## config.mk

```make
export PLATFORM = sky130hd
export DESIGN_NAME = serial_adder_ctrl
export DESIGN_NICKNAME = d
export VERILOG_FILES = /design/src/rtl/serial_adder_ctrl_pkg.sv /design/src/rtl/serial_adder_ctrl_full_adder_cell.sv /design/src/rtl/serial_adder_ctrl.sv
export SDC_FILE = /design/constraint.sdc
export NUM_CORES = 1
export LEC_CHECK = 0
export CORE_UTILIZATION = 35
export CTS_CLUSTER_SIZE = 12
export DETAILED_ROUTE_END_ITERATION = 7
export GPL_TIMING_DRIVEN = 0
export PLACE_DENSITY = 0.63
export SKIP_CTS_REPAIR_TIMING = 1
export SLEW_MARGIN = 25
export SYNTH_ARGS = -nofsm -noshare
export SYNTH_HDL_FRONTEND = slang
export SYNTH_HIERARCHICAL = 1
export SYNTH_SLANG_ARGS = --single-unit
```

## constraint.sdc

```tcl
create_clock -name clk -period 2.5 [get_ports clk]
set_input_delay 0.5 -clock clk [delete_from_list [all_inputs] [get_ports clk]]
set_output_delay 0.5 -clock clk [all_outputs]
set_load 0.01 [all_outputs]
```

## src/rtl/serial_adder_ctrl_pkg.sv

```systemverilog
// Shared definitions for the bit-serial adder: controller state encoding and default width.
package serial_adder_ctrl_pkg;

  localparam int DEFAULT_WIDTH = 8;

  // Encoding 2'd3 is unused and falls back to ST_IDLE.
  typedef enum logic [1:0] {
    ST_IDLE = 2'd0,
    ST_RUN  = 2'd1,
    ST_FIN  = 2'd2
  } state_t;

endpackage

```

## src/rtl/serial_adder_ctrl_full_adder_cell.sv

```systemverilog
// One-bit full adder assembled from two half adders with an OR for the carry.
module Half_Adder (
  input  logic a,
  input  logic b,
  output logic sum,
  output logic carry
);
  assign sum   = a ^ b;
  assign carry = a & b;
endmodule

module full_adder_cell (
  input  logic a,
  input  logic b,
  input  logic cin,
  output logic s,
  output logic cout
);
  logic s0;
  logic c0;
  logic c1;

  Half_Adder u_ha0 (.a(a),  .b(b),   .sum(s0), .carry(c0));
  Half_Adder u_ha1 (.a(s0), .b(cin), .sum(s),  .carry(c1));

  assign cout = c0 | c1;
endmodule

```

## src/rtl/serial_adder_ctrl.sv

```systemverilog
// Bit-serial WIDTH-bit adder: one full-adder cell reused LSB-first over WIDTH cycles.
module serial_adder_ctrl
  import serial_adder_ctrl_pkg::*;
#(
  parameter int WIDTH = DEFAULT_WIDTH
) (
  input  logic             clk,
  input  logic             rst,
  input  logic             start,
  input  logic [WIDTH-1:0] a,
  input  logic [WIDTH-1:0] b,
  input  logic             cin,
  output logic             busy,
  output logic             done,
  output logic [WIDTH-1:0] sum,
  output logic             cout,
  output logic [1:0]       dbg_state
);

  localparam int CW = $clog2(WIDTH);

  state_t           state;
  state_t           state_next;
  logic [WIDTH-1:0] shreg_a;
  logic [WIDTH-1:0] shreg_b;
  logic [WIDTH-1:0] acc;
  logic [CW-1:0]    cnt;
  logic             carry;
  logic             fa_s;
  logic             fa_c;
  logic             accept;
  logic             last;

  full_adder_cell u_fa (
    .a    (shreg_a[0]),
    .b    (shreg_b[0]),
    .cin  (carry),
    .s    (fa_s),
    .cout (fa_c)
  );

  always_ff @(posedge clk or posedge rst) begin
    if (rst) state <= ST_IDLE;
    else     state <= state_next;
  end

  // Handshake: start is a request with no ready; it is taken only in IDLE or FIN
  // (accept), and ignored while busy. done is a one-cycle result-valid pulse.
  always_comb begin
    state_next = ST_IDLE;
    accept     = 1'b0;
    last       = 1'b0;
    case (state)
      ST_IDLE: begin
        if (start) begin
          accept     = 1'b1;
          state_next = ST_RUN;
        end else begin
          state_next = ST_IDLE;
        end
      end
      ST_RUN: begin
        if (cnt == CW'(WIDTH - 1)) begin
          last       = 1'b1;
          state_next = ST_FIN;
        end else begin
          state_next = ST_RUN;
        end
      end
      ST_FIN: begin
        if (start) begin
          accept     = 1'b1;
          state_next = ST_RUN;
        end else begin
          state_next = ST_IDLE;
        end
      end
      default: state_next = ST_IDLE;
    endcase
  end

  assign busy      = (state == ST_RUN);
  assign done      = (state == ST_FIN);
  assign dbg_state = state;

  always_ff @(posedge clk or posedge rst) begin
    if (rst) begin
      shreg_a <= '0;
      shreg_b <= '0;
      acc     <= '0;
      cnt     <= '0;
      carry   <= 1'b0;
      sum     <= '0;
      cout    <= 1'b0;
    end else if (accept) begin
      shreg_a <= a;
      shreg_b <= b;
      carry   <= cin;
      acc     <= '0;
      cnt     <= '0;
    end else if (state == ST_RUN) begin
      acc     <= {fa_s, acc[WIDTH-1:1]};
      carry   <= fa_c;
      shreg_a <= shreg_a >> 1;
      shreg_b <= shreg_b >> 1;
      cnt     <= cnt + CW'(1);
      // Result registers move only on the final bit, so no partial sum is ever visible.
      if (last) begin
        sum  <= {fa_s, acc[WIDTH-1:1]};
        cout <= fa_c;
      end
    end
  end

endmodule

```

; Word-level counts from Yosys, hierarchy flattened
; Cells that the tools add are included.
[classes]
addsub = 1
eq_ne = 3
n_mux = 17
bitwise = 6
reduce_logical = 4
[ops]
columns = operator, n
row1 = $mux W8, 6
row2 = $mux W1, 7
row3 = $mux W3, 2
row4 = $pmux W2 S2, 1
row5 = $add A3 B1 Y3 const B, 1
row6 = $eq A3 B3 Y1 const B, 1
row7 = $reduce_and A3 Y1, 1
row8 = $and A1 B1 Y1, 2
row9 = $eq A2 B1 Y1 const B, 1
row10 = $eq A2 B2 Y1 const B, 1
row11 = $logic_not A2 Y1, 1
row12 = $mux W2, 1
row13 = $reduce_bool A2 Y1, 1
row14 = $reduce_or A2 Y1, 1
row15 = $xor A1 B1 Y1, 2
row16 = $not A1 Y1, 1
row17 = $or A1 B1 Y1, 1
[word_totals]
regBits = 39
out_inout_bits = 13
wordCells = 39

; Logic depth before layout (Yosys ltp)
[logic_depth]
depth_word = 5
ltp_mapped = 7

; Hierarchy
; The synthesis kept the hierarchy.
[modules_own_cells]
columns = module, instances, cells_per_inst, area_each_um2
row1 = serial_adder_ctrl, 1, 142, 1732.9
row2 = Half_Adder, 2, 1, 12.5
row3 = full_adder_cell, 1, 1, 6.3

; Least setup slack after synthesis
; Ideal clock, no wire load.
[synth_timing]
kind = reg2out
start = register state[1], in the netlist dbg_state[1]
end = output port busy
arrival_ps = 1054
t_required_ps = 2000
slack_ps = 946
stages_incl_launch_ff = 6
n_path_buf = 3
cell_sequence = dfrtp_1 -> buf_6 -> nand2b_4 -> buf_6 -> inv_1 -> buf_2
[synth_via]
elab_chain_cells = 1
[synth_lines]
columns = item, line_no
row1 = "start, declared", serial_adder_ctrl.sv:22  ; state_t state;
row2 = "start signal, assigned", serial_adder_ctrl.sv:44  ; else state <= state_next;
row3 = $eq A2 B1 Y1, serial_adder_ctrl.sv:82  ; assign busy = (state == ST_RUN);
row4 = "end, declared", serial_adder_ctrl.sv:13  ; output logic busy,
; Every way passes these cells.

; Final worst setup path
; Same ends and word-level chain as after synthesis.

==> metrics.txt <==
clock tree buffer depth=2; Hold Vio Cnt, Final=0; kind of critical path=flip-flop to primary output; status=completed; fin nets=208; most common library cells after synthesis=38 x dfrtp_1, 14 x a21oi_1, 12 x mux2i_1, 11 x nor2b_1, 10 x a211oi_1; CTS tree=done; Initial Util=36.9%; Main synth FF type=dfrtp_1; Final Cell Area=0.00226 mm²; Post-Syn Nets=169; global-route wire length before repair=5980 µm; most frequent cell after synthesis=dfrtp_1; syn_area_per_cell=12.2 µm²; Clock Sinks=38; top post-synthesis cells by area=dfrtp_1 54%, mux2i_1 6.8%, mux2_2 5.7%, a22o_1 4.5%, a211oi_1 4.3%; DR WL/cell=14.1 µm; antenna violations before repair=0; clk slew on worst S/H paths=0.07 ns; Fin Setup TNS=0 ns; H-tree levels=2; minimum clock period=2.40 ns; synth unique cells=20; RSZ-0062 raised after global routing=no; async set-reset flop share out of synthesis=100%; Die X=73.0 µm; peak supply drop=0.649 mV; Worst R2R Path Depth=7; Post-synth EDFFs=0; die area=0.00533 mm²; CP required=2.00 ns; Layout area overhead=28.2%; reg2reg start=dbg_state[0]; Mapped Area=0.00176 mm²; worst hold path class=flip-flop to flip-flop; io pins=33; period utilisation layout=96.0%; antenna fix cells=0; Setup crit start=dbg_state[1]; core area=0.00479 mm²; post-route antenna net violation count=0; first-pass detailed-route iteration total=4; Yosys top cell by area=dfrtp_1; layout cells sized above 1=17.3%; vias in the first global route=1343; clock latency at the later pin of the worst-skew pair=0.29 ns; Final setup viols=0; DRC violations left=0; final number of max-transition violations=0; DR vias/cell=4.88; f_max=417 MHz; Final Skew=0.00353 ns; Initial DRC Count=36; CP Capture Point=busy; Worst setup EP type=primary output; synthesized instance count=145; WL final=3560 µm; Setup crit start kind=flip-flop; post-synth top area share=53.9%; HPWL Detailed=2470 µm; Slew headroom=48.9%; clock tree root driver cell=clkbuf_8; worst-margin pin slew=0.765 ns; reg-to-reg critical path endpoint=acc[1]; register area share after synthesis=53.9%; GRT Util Overall=15.0%; power per cell area=1200 mW/mm²; leakage power=0.972 nW; maxcap violations=0; Core Rows=25; port bufs=32; Worst Path Max Fanout=10; Die Y=73.0 µm; TritonCTS Buffers=5; crit path DAT=1.90 ns; DR vias=1231; largest net degree at the start of global routing=39; Ys Warns=6; grt total ovfl=0; synthesized flop and latch total=38; register-to-register setup slack=0.98 ns; Cell Area, Placed=0.00217 mm²; final RePlAce weighted congestion=0.772
## placed cells by master, fill, tap and decap left out, types with 2 or more instances in the layout
cell type	Yosys	final
a211oi_1	10	10
nand2b_4	2	2
mux2i_1	12	12
inv_1	8	7
ha_1	4	4
clkdlybuf4s50_1	0	32
o21ai_0	4	4
buf_2	4	3
nand3_1	3	3
buf_6	6	6
a22o_1	9	9
a21oi_1	14	14
clkbuf_1	2	3
dfrtp_1	38	38
clkbuf_8	0	6
mux2_2	9	9
nor2b_1	11	11
o22ai_1	5	5
## logic make-up after synthesis
family	count (synthesis)	synth area share, %
AOI/OAI and AO/OA	43	16.1
DFF	38	53.9
muxes	21	12.6
buffers and inverters	20	7.09
and+or+nand+nor	19	7.52
adders and majority gates	4	2.84
## state kept, by name, summed over array words and instances (netlist names)
register	flops
sum	8
shreg_a	8
carry	1
shreg_b	8
acc	7
cout	1
dbg_state	2
cnt	3
## through the flow
step	power [mW]	util (%)	hold WS [ns]	worst slack (ns)	std cells
finish	2.71	47.3	0.508	0.0993	252
global route	2.92	47.3	0.521	0.00305	252
CTS	2.74	47.2	0.513	0.0444	252
detailed placement	2.29	45.3	0.488	0.381	244
global placement	2.23	45.3	0.486	0.367	244
floorplan	1.88	-	0.462	0.946	145
## worst min-delay path by stage
stage	startpoint	end	slack, ns	cells after the start
floorplan	acc[1]	acc[1]	0.46	1
global placement	acc[1]	acc[1]	0.49	1
detailed placement	cnt[1]	cnt[1]	0.49	1
CTS	cnt[1]	cnt[1]	0.51	1
global route	cnt[1]	cnt[1]	0.52	1
finish	sum[4]	sum[4]	0.51	1
## power breakdown
part | total (mW) | internal, mW | switching, mW | leakage, nW
Sequential | 1.09 | 0.904 | 0.185 | 0.466
Combinational | 1.19 | 0.660 | 0.533 | 0.458
Clock | 0.428 | 0.222 | 0.206 | 0.0482
Total | 2.71 | 1.79 | 0.924 | 0.972
## per-layer routing
| layer | routed length, µm | GRT usage (%) | vias up |
|---|---|---|---|
| met5 | 0 | 0 | - |
| met4 | 67 | 7.63 | 0 |
| met3 | 142 | 3.73 | 8 |
| met2 | 1700 | 24.8 | 30 |
| met1 | 1640 | 18.1 | 601 |
| li1 | - | - | 592 |
## cell type report
class / instances / area [µm²]
Fill cell: 429 / 2520
Clock inverter: 1 / 5.00
Multi-Input combinational cell: 87 / 688
Tap cell: 67 / 83.8
Sequential cell: 38 / 951
Timing Repair Buffer: 32 / 320
Clock buffer: 7 / 86.3
Buffer: 12 / 97.6
Inverter: 8 / 30.0
## critical path, cell delays in order (launching register included)
cell             delay (ns)
dfrtp_1                0.39
buf_6                  0.13
nand2b_4               0.13
buf_6                  0.13
inv_1                  0.08
clkbuf_4               0.20
clkdlybuf4s50_1        0.55
Note: power is estimated with default switching activity, not from simulation.
